`config.mk`:
```
export PLATFORM = sky130hd
export DESIGN_NAME = ovl_win_unchange_mc
export DESIGN_NICKNAME = d
export VERILOG_FILES = /design/src/rtl/ovl_win_unchange_mc.sv
export SDC_FILE = /design/constraint.sdc
export NUM_CORES = 1
export LEC_CHECK = 0
export ABC_AREA = 1
export BUFFER_PORTS_ARGS = -buffer_cell sky130_fd_sc_hd__buf_2
export CORE_MARGIN = 2
export CORE_UTILIZATION = 51
export DETAILED_ROUTE_END_ITERATION = 10
export PLACE_DENSITY_LB_ADDON = 0.12
export SYNTH_ARGS = -nofsm -noshare
export SYNTH_HDL_FRONTEND = slang
export SYNTH_SLANG_ARGS = --single-unit
```
`constraint.sdc`:
```
create_clock -name clock -period 1.7 [get_ports clock]
set_input_delay 0.085 -clock clock [delete_from_list [all_inputs] [get_ports clock]]
set_output_delay 0.085 -clock clock [all_outputs]
set_load 0.005 [all_outputs]
```
`src/rtl/ovl_win_unchange_mc.sv`:
```
// Multi-channel window checker: each channel watches its test_expr slice between
// start_event and end_event, flagging unchanged/changed violations and window timeouts.
module ovl_win_unchange_mc #(
  parameter int unsigned NCH        = 2,
  parameter int unsigned WIDTH      = 4,
  parameter int unsigned MODE       = 0,
  parameter int unsigned MAX_WINDOW = 0,
  parameter int unsigned CNT_W      = 8
) (
  input  logic                 clock,
  input  logic                 reset,
  input  logic                 enable,
  input  logic [NCH-1:0]       start_event,
  input  logic [NCH-1:0]       end_event,
  input  logic [NCH*WIDTH-1:0] test_expr,
  output logic [NCH-1:0]       window_open,
  output logic [NCH-1:0]       fire,
  output logic [NCH-1:0]       fire_timeout,
  output logic [CNT_W-1:0]     err_count
);

  localparam int unsigned CW = (MAX_WINDOW > 0) ? $clog2(MAX_WINDOW + 1) : 1;

  typedef enum logic {StIdle, StWindow} state_e;

  logic [NCH-1:0] fire_d;
  logic [NCH-1:0] timeout_d;

  for (genvar ch = 0; ch < NCH; ch++) begin : g_ch
    state_e           state_q;
    logic [WIDTH-1:0] slice;
    logic [WIDTH-1:0] ref_q;
    logic             changed_q;
    logic [CW-1:0]    cnt_q;
    logic             fire_q;
    logic             timeout_q;
    logic             mism;
    logic             in_win;
    logic             val_viol;
    logic             to_viol;

    assign slice  = test_expr[ch*WIDTH +: WIDTH];
    // Case inequality so an X/Z bit counts as a mismatch.
    assign mism   = (slice !== ref_q);
    assign in_win = (state_q == StWindow);

    assign val_viol = in_win && ((MODE == 0) ? mism
                                             : (end_event[ch] && !(changed_q || mism)));
    assign to_viol  = in_win && !end_event[ch] && (MAX_WINDOW != 0) &&
                      (cnt_q == CW'(MAX_WINDOW));

    assign fire_d[ch]    = enable && val_viol;
    assign timeout_d[ch] = enable && to_viol;

    always_ff @(posedge clock) begin
      if (!reset) begin
        state_q   <= StIdle;
        ref_q     <= '0;
        changed_q <= 1'b0;
        cnt_q     <= '0;
        fire_q    <= 1'b0;
        timeout_q <= 1'b0;
      end else begin
        fire_q    <= fire_d[ch];
        timeout_q <= timeout_d[ch];
        unique case (state_q)
          StIdle: begin
            if (start_event[ch]) begin
              state_q   <= StWindow;
              ref_q     <= slice;
              changed_q <= 1'b0;
              cnt_q     <= CW'(1);
            end
          end
          StWindow: begin
            if (mism) changed_q <= 1'b1;
            if (cnt_q != {CW{1'b1}}) cnt_q <= cnt_q + CW'(1);
            // The end cycle wins over a timeout in the same cycle.
            if (end_event[ch] || to_viol) state_q <= StIdle;
          end
          default: state_q <= StIdle;
        endcase
      end
    end

    assign window_open[ch]  = in_win;
    assign fire[ch]         = fire_q;
    assign fire_timeout[ch] = timeout_q;
  end

  logic [CNT_W-1:0] err_q;

  always_ff @(posedge clock) begin
    if (!reset) begin
      err_q <= '0;
    end else if (|(fire_d | timeout_d) && (err_q != {CNT_W{1'b1}})) begin
      err_q <= err_q + CNT_W'(1);
    end
  end

  assign err_count = err_q;

endmodule

```
After elaboration in Yosys (flattened, before gate mapping):

Index checks and enable logic that the tools add are counted.

* add/sub/neg operators: 1
* eq/ne operators: 3
* muxes and demuxes: 6
* bitwise gates (word level): 2
* reduce and logical (&&, ||, !) cells: 8

Operator list (count)
* $add A8 B1 Y8 const B: 1
* $ne A8 B8 Y1 const B: 1
* $nex A4 B4 Y1: 2
* $logic_and A1 B1 Y1: 5
* $mux W1: 4
* $pmux W1 S2: 2
* $reduce_and A2 Y1: 2
* $not A1 Y1: 2
* $reduce_or A2 Y1: 1

* register bits after elaboration: 20
* input bits: 15
* output and inout bits: 14
* logic and storage cells: 27

Depth between registers and ports, before layout:

Gate-level depths: netlist of run 1.

* depth in word-level cells: 5
* mapped depth: 11
* mapped depth without buffers: 10

Worst setup path after synthesis of run 1:

Ideal clock, no wire load.

* path kind: reg-to-reg
* from: register err_q[0] (netlist: err_count[0])
* to: register err_q[5] (netlist: err_count[5])
* arrival: 1165 ps
* data required time: 1585 ps
* slack: 420 ps
* cell stages (with the launch flop): 9
* path buffers: 0
* period minus slack after synthesis: 1280 ps
* cell sequence: dfxtp_1 -> ha_1 -> nand2_1 -> nor2_1 -> nand2_2 -> nand2_1 -> inv_1 -> a21oi_1 -> nor2_1

* word-level cells in the longest chain between the ends: 2

Ends and longest elaborated chain
* start: declaration: RTL line 91 `logic [CNT_W-1:0] err_q;`
* start signal: assignment: RTL line 97 `err_q <= err_q + CNT_W'(1);`
* branches (longest 2 deep; another with $add A8 B1 Y8)

Several ways; the timed one is not identified.
A chain may end at the register's enable or synchronous reset.

Final worst setup path of run 1:

Ends and elaborated chain as after synthesis.

==> impl_metrics.toml, run 1 <==
[status]
status = "finished clean"

[cts]
clk_pin_slew_worst_paths_ns = 0.11
insertion_delay_ns = 0.29
cts_tree = "yes"
cts_made_buffers = 3
post_cts_resized = 0
cts_setup_buffers = 0
hold_buffers = 0
htreeDepth = 1
cts-root-buf = "clkbuf_4"
clock_path_buffers = 2
cts_sinks = 20

[timing]
setup_tns_ns = 0
final_max_slew_viol_count = 0
min_period_ns = 1.38
rsz0062_at_grt = "false"
setup_viol = 0
fmax_mhz = 723
hold_viol_final = 0
post-route-period-util_pct = 81.3
skew_ns = 0.00183

[floorplanning]
die_width_um = 49.7
num_io_pins = 29
initial_core_util_pct = 54.4
num_rows = 16
dieHeight_um = 49.7
die-area_um2 = 2470
core_area_um2 = 1960

[pwr]
irDropWorstVdd_mv = 0.383
switching_share_pct = 27.9
power.share.sequential_pct = 58.5
p_per_area_nw_per_um2 = 742
p_leak_nw = 0.631
intPower_w = 0.000639
p_clk_share_pct = 25.1
combPwrFrac_pct = 16.4
power_switching_w = 0.000247

[global_route]
grt_overflow = 0
grt_pass1_wl_um = 3420
first_global_vias = 874
antenna_found_initial = 0
grt_max_degree = 18
grt_use_total_pct = 17.6

[setup_path]
cp.arrival_ns = 1.58
cp_slowest_cell = "dfxtp_1"
critPathRequiredTime_ns = 1.90
critical_path_class = "flop to flop"
path_max_fanout = 6
critPathLaunchType = "flop"
max_stage_delay_ns = 0.40
endpoint_kind = "flop"
crit_chain = "ha_1 > nand2_1 > nor2_1 > nand2_2 > nand2_1 > inv_1 > a21oi_1 > nor2_1"

[routing]
post_drt_wl_per_cell_um = 9.43
ant_nets = 0
first_iter_violations = 12
route.detailed.drc = 0
vias_per_cell = 4.80
routed_wl_um = 2030
route.vias.total = 1033
first_pass_iters = 4

[logic_synthesis]
synth_area_per_cell_um2 = 6.43
synth.area.top_cells = "dfxtp_1 (38%), nand2_1 (14%), nor2_1 (9.5%)"
ys_types = 21
synth.top_cell.area_share_pct = 37.5
netlist_area_um2 = 1070
yosysTopAreaCell = "dfxtp_1"
yosysWarnings = 0
synth_seq_cells = 20
synth_seq_area_share_pct = 37.5
postSynthCellCount = 166

[hold_path]
hold_path.class = "input pin to flop"

[cells_and_area]
final_cells = 215
drive_gt1_share_pct = 18.1
fin_nets = 206
syn_to_final_growth_pct = 11.8
antenna_cells = 0

[placed_design]
placedCellCount = 212
io_buffers = 26
detailedPlacementHpwl_um = 1550
gp_congestion = 0.744

[job]
timing.max_cap.violations = 0
## through the flow
step / total power (W) / hold WS (ns) / worst slack [ns] / area (um2) / util, %
after floorplan: 0.000636 / 0.220 / 0.420 / 1070 / -
after global placement: 0.000665 / 0.336 / 0.401 / 1170 / 59.7
after detailed placement: 0.000674 / 0.342 / 0.321 / 1170 / 59.7
after CTS: 0.000897 / 0.0215 / 0.316 / 1190 / 60.8
after global routing: 0.000939 / 0.0271 / 0.102 / 1190 / 60.8
final: 0.000886 / 0.0331 / 0.317 / 1190 / 60.8
## final cells by class
type	count	area, um2
Fill cell	216	768
Sequential cell	20	400
Tap cell	27	33.8
Inverter	26	97.6
Clock buffer	3	22.5
Timing Repair Buffer	26	130
Multi-Input combinational cell	113	509
## per-layer routing
metal	global-route usage [%]	share of wire, %	vias to the layer above
li1	-	-	547
met1	20.1	45	462
met2	32.4	50	20
met4	6.94	1.5	0
met3	2.73	3.4	4
met5	0	0	-
## synth_stat cells
master    count
a21oi_1      15
o21ai_0       8
nand3_1       8
ha_1          1
clkbuf_4      1
nor3_1        1
xnor2_1       1
nor2_1       27
buf_6         1
nand2_4       1
buf_4         6
nand2_2       3
o21ai_1       2
nor3b_1       1
conb_1        1
o21a_1        1
inv_1        26
a21boi_0      1
dfxtp_1      20
nand2_1      40
nor2_2        1
## critical path: cells and delay by family, from the launching register on
family | cells | cell delay [ns]
compound gates | 1 | 0.13
fa+ha+maj | 1 | 0.18
buf+inv | 1 | 0.05
flops | 1 | 0.40
simple gates | 5 | 0.54
## power by group through the flow
| stage | registers (W) | clock network (W) | logic (W) |
|---|---|---|---|
| after global placement | 0.000526 | 0 | 0.000139 |
| after CTS | 0.000518 | 0.000233 | 0.000146 |
| final | 0.000518 | 0.000223 | 0.000145 |
| after detailed placement | 0.000528 | 0 | 0.000145 |
| after floorplan | 0.000525 | 0 | 0.000111 |
| after global routing | 0.000522 | 0.000249 | 0.000168 |
## sequential cells by signal, summed over array words and instances (netlist names)
signal / cells
g_ch.in_win: 2
g_ch.ref_q: 8
err_count: 8
g_ch.fire_q: 2
## worst paths after layout
check / startpoint / cells past startpoint / slack, ns / to
max: err_count[0] / 8 / 0.32 / err_count[5]
min: end_event[0] / 4 / 0.03 / g_ch[0].in_win
max reg2reg: err_count[0] / 8 / 0.32 / err_count[5]
min reg2reg: g_ch[0].in_win / 2 / 0.52 / g_ch[0].in_win
## logic make-up (layout without fill, tap and decap cells)
group | count (synthesis) | in the layout | share of synthesized area (%)
fa+ha+maj | 1 | 1 | 1.17
compound gates | 27 | 27 | 13.1
buf+inv | 34 | 55 | 15.1
simple gates | 82 | 82 | 31.9
other cells | 1 | 2 | 0.351
xor+xnor | 1 | 1 | 0.821
flops | 20 | 20 | 37.5
## placed cells by master, fill, tap and decap left out, types with 2 or more instances in the layout
| cell | instances |
|---|---|
| o21ai_1 | 2 |
| clkbuf_4 | 3 |
| a21oi_1 | 15 |
| nor2_1 | 27 |
| nand2_2 | 3 |
| nand2_1 | 40 |
| conb_1 | 2 |
| inv_1 | 26 |
| nand3_1 | 8 |
| dfxtp_1 | 20 |
| buf_2 | 26 |
| o21ai_0 | 8 |
No activity file was read; power rests on OpenSTA's default activity.
==> run 2, diff against run 1 <==
Clock period 1.7 ns to 1.4 ns, I/O delays scaled along.
==> impl_metrics.toml, run 2 (same netlist as run 1, synthesis figures left out) <==
[status]
status = "finished clean"

[floorplanning]
initial_core_util_pct = 54.4
num_rows = 16
dieHeight_um = 49.7
num_io_pins = 29
die_width_um = 49.7
die-area_um2 = 2470
core_area_um2 = 1960

[global_route]
grt_max_degree = 18
grt_use_total_pct = 18.4
grt_overflow = 0
antenna_found_initial = 0
grt_pass1_wl_um = 3530
first_global_vias = 893

[timing]
min_period_ns = 1.29
setup_viol = 0
fin_ws_ns = 0.107
fmax_mhz = 774
post-route-period-util_pct = 92.3
skew_ns = 0.00195
hold_viol_final = 0
final_max_slew_viol_count = 0

[cts]
clk_pin_slew_worst_paths_ns = 0.11
cts_tree = "yes"
clock_path_buffers = 2
cts-root-buf = "clkbuf_4"
htreeDepth = 1
cts_sinks = 20
cts_made_buffers = 3
insertion_delay_ns = 0.30

[setup_path]
path_max_fanout = 6
critPathRequiredTime_ns = 1.65
timing.rr.end = "err_count[1]"
rrSetupSlack_ns = 0.11
critical_path_class = "flop to flop"
endpoint_kind = "flop"
r2r-start = "err_count[5]"
critPathLaunchType = "flop"
rr_worst_depth = 7
cp.arrival_ns = 1.54

[cells_and_area]
multi_input_area_um2 = 546
layout_commonest_cell = "nand2_1"
final_cell_mix = "nand2_1 (39), inv_1 (26), nor2_1 (26), buf_2 (26), dfxtp_1 (17)"
drive_gt1_share_pct = 22.6
seqCellArea_um2 = 407
fin_nets = 208
nFillCells = 209
antenna_cells = 0
final_cells = 217
syn_to_final_growth_pct = 17.5

[routing]
post_drt_wl_per_cell_um = 10.1
ant_nets = 0
routed_wl_um = 2190
route.detailed.drc = 0
route.vias.total = 1030
vias_per_cell = 4.75
first_iter_violations = 5
first_pass_iters = 4

[placed_design]
post-place-ws_ns = 0.0191
io_buffers = 26
detailedPlacementHpwl_um = 1540
placedCellCount = 212
gp_congestion = 0.757

[hold_path]
min_delay_worst_endpoint = "g_ch[1].ref_q[0]"
hp-start = "test_expr[4]"
hold_path.class = "input pin to flop"
whs_path_depth = 3

[pwr]
p_leak_nw = 0.658
irDropWorstVdd_mv = 0.619
p_per_area_nw_per_um2 = 872

[job]
timing.max_cap.violations = 0
[run 2: through the flow]
step	util, %	cell area, um2	hold WS (ns)	power [W]	TNS, ns
2_1_floorplan	-	1070	0.205	0.000773	0
4_1_cts	61.4	1200	0.00661	0.00110	0
3_5_place_dp	59.7	1170	0.327	0.000818	0
3_3_place_gp	59.7	1170	0.321	0.000808	0
6_report	63.9	1250	0.0209	0.00109	0
5_1_grt	63.9	1250	0.0210	0.00116	-0.000740
[run 2: where the power goes]
| part | total, W | internal [W] | switching, W |
|---|---|---|---|
| Combinational | 0.000181 | 0.0000767 | 0.000104 |
| Sequential | 0.000633 | 0.000604 | 0.0000292 |
| Clock | 0.000279 | 0.000100 | 0.000179 |
[run 2: cell type report]
| cell class | instances | share of cell area (%) |
|---|---|---|
| tap | 27 | 2.69 |
| timing repair buffer | 28 | 11.8 |
| clock buffer | 3 | 1.80 |
| multi-input combinational | 113 | 43.5 |
| inverter | 26 | 7.78 |
| sequential | 20 | 32.4 |
[run 2: how the worst max path moves through the flow]
stage / startpoint / endpoint / slack (ns) / cells past startpoint
2_1_floorplan: err_count[0] / err_count[5] / 0.12 / 8
3_3_place_gp: err_count[0] / err_count[5] / 0.10 / 8
3_5_place_dp: err_count[0] / err_count[5] / 0.02 / 8
4_1_cts: err_count[0] / err_count[5] / 0.01 / 8
5_1_grt: err_count[5] / err_count[5] / -0.0007 / 8
6_report: err_count[5] / err_count[1] / 0.11 / 7
[run 2: what timing repair did]
| action | CTS | global route |
|---|---|---|
| setup endpoints to repair | 0 | 8 |
| resized for setup | 0 | 13 |
| hold endpoints to repair | 1 | 0 |
| setup buffers | 0 | 1 |
| hold buffers | 1 | 0 |
[run 2: metal layers]
layer  global-route usage, %  vias to the layer above  wire (um)
li1                        -                      550          -
met2                    33.8                       19       1130
met5                       0                        -          0
met3                    2.73                        4         68
met1                    20.7                      457        958
met4                    8.33                        0         29
[run 2: critical path, stage by stage (launching register included)]
cell	delay [ns]
dfxtp_1	0.45
nand2_1	0.09
nor2_2	0.24
nand2_4	0.10
buf_4	0.15
nand3_1	0.07
nand2_1	0.05
nor2_1	0.08
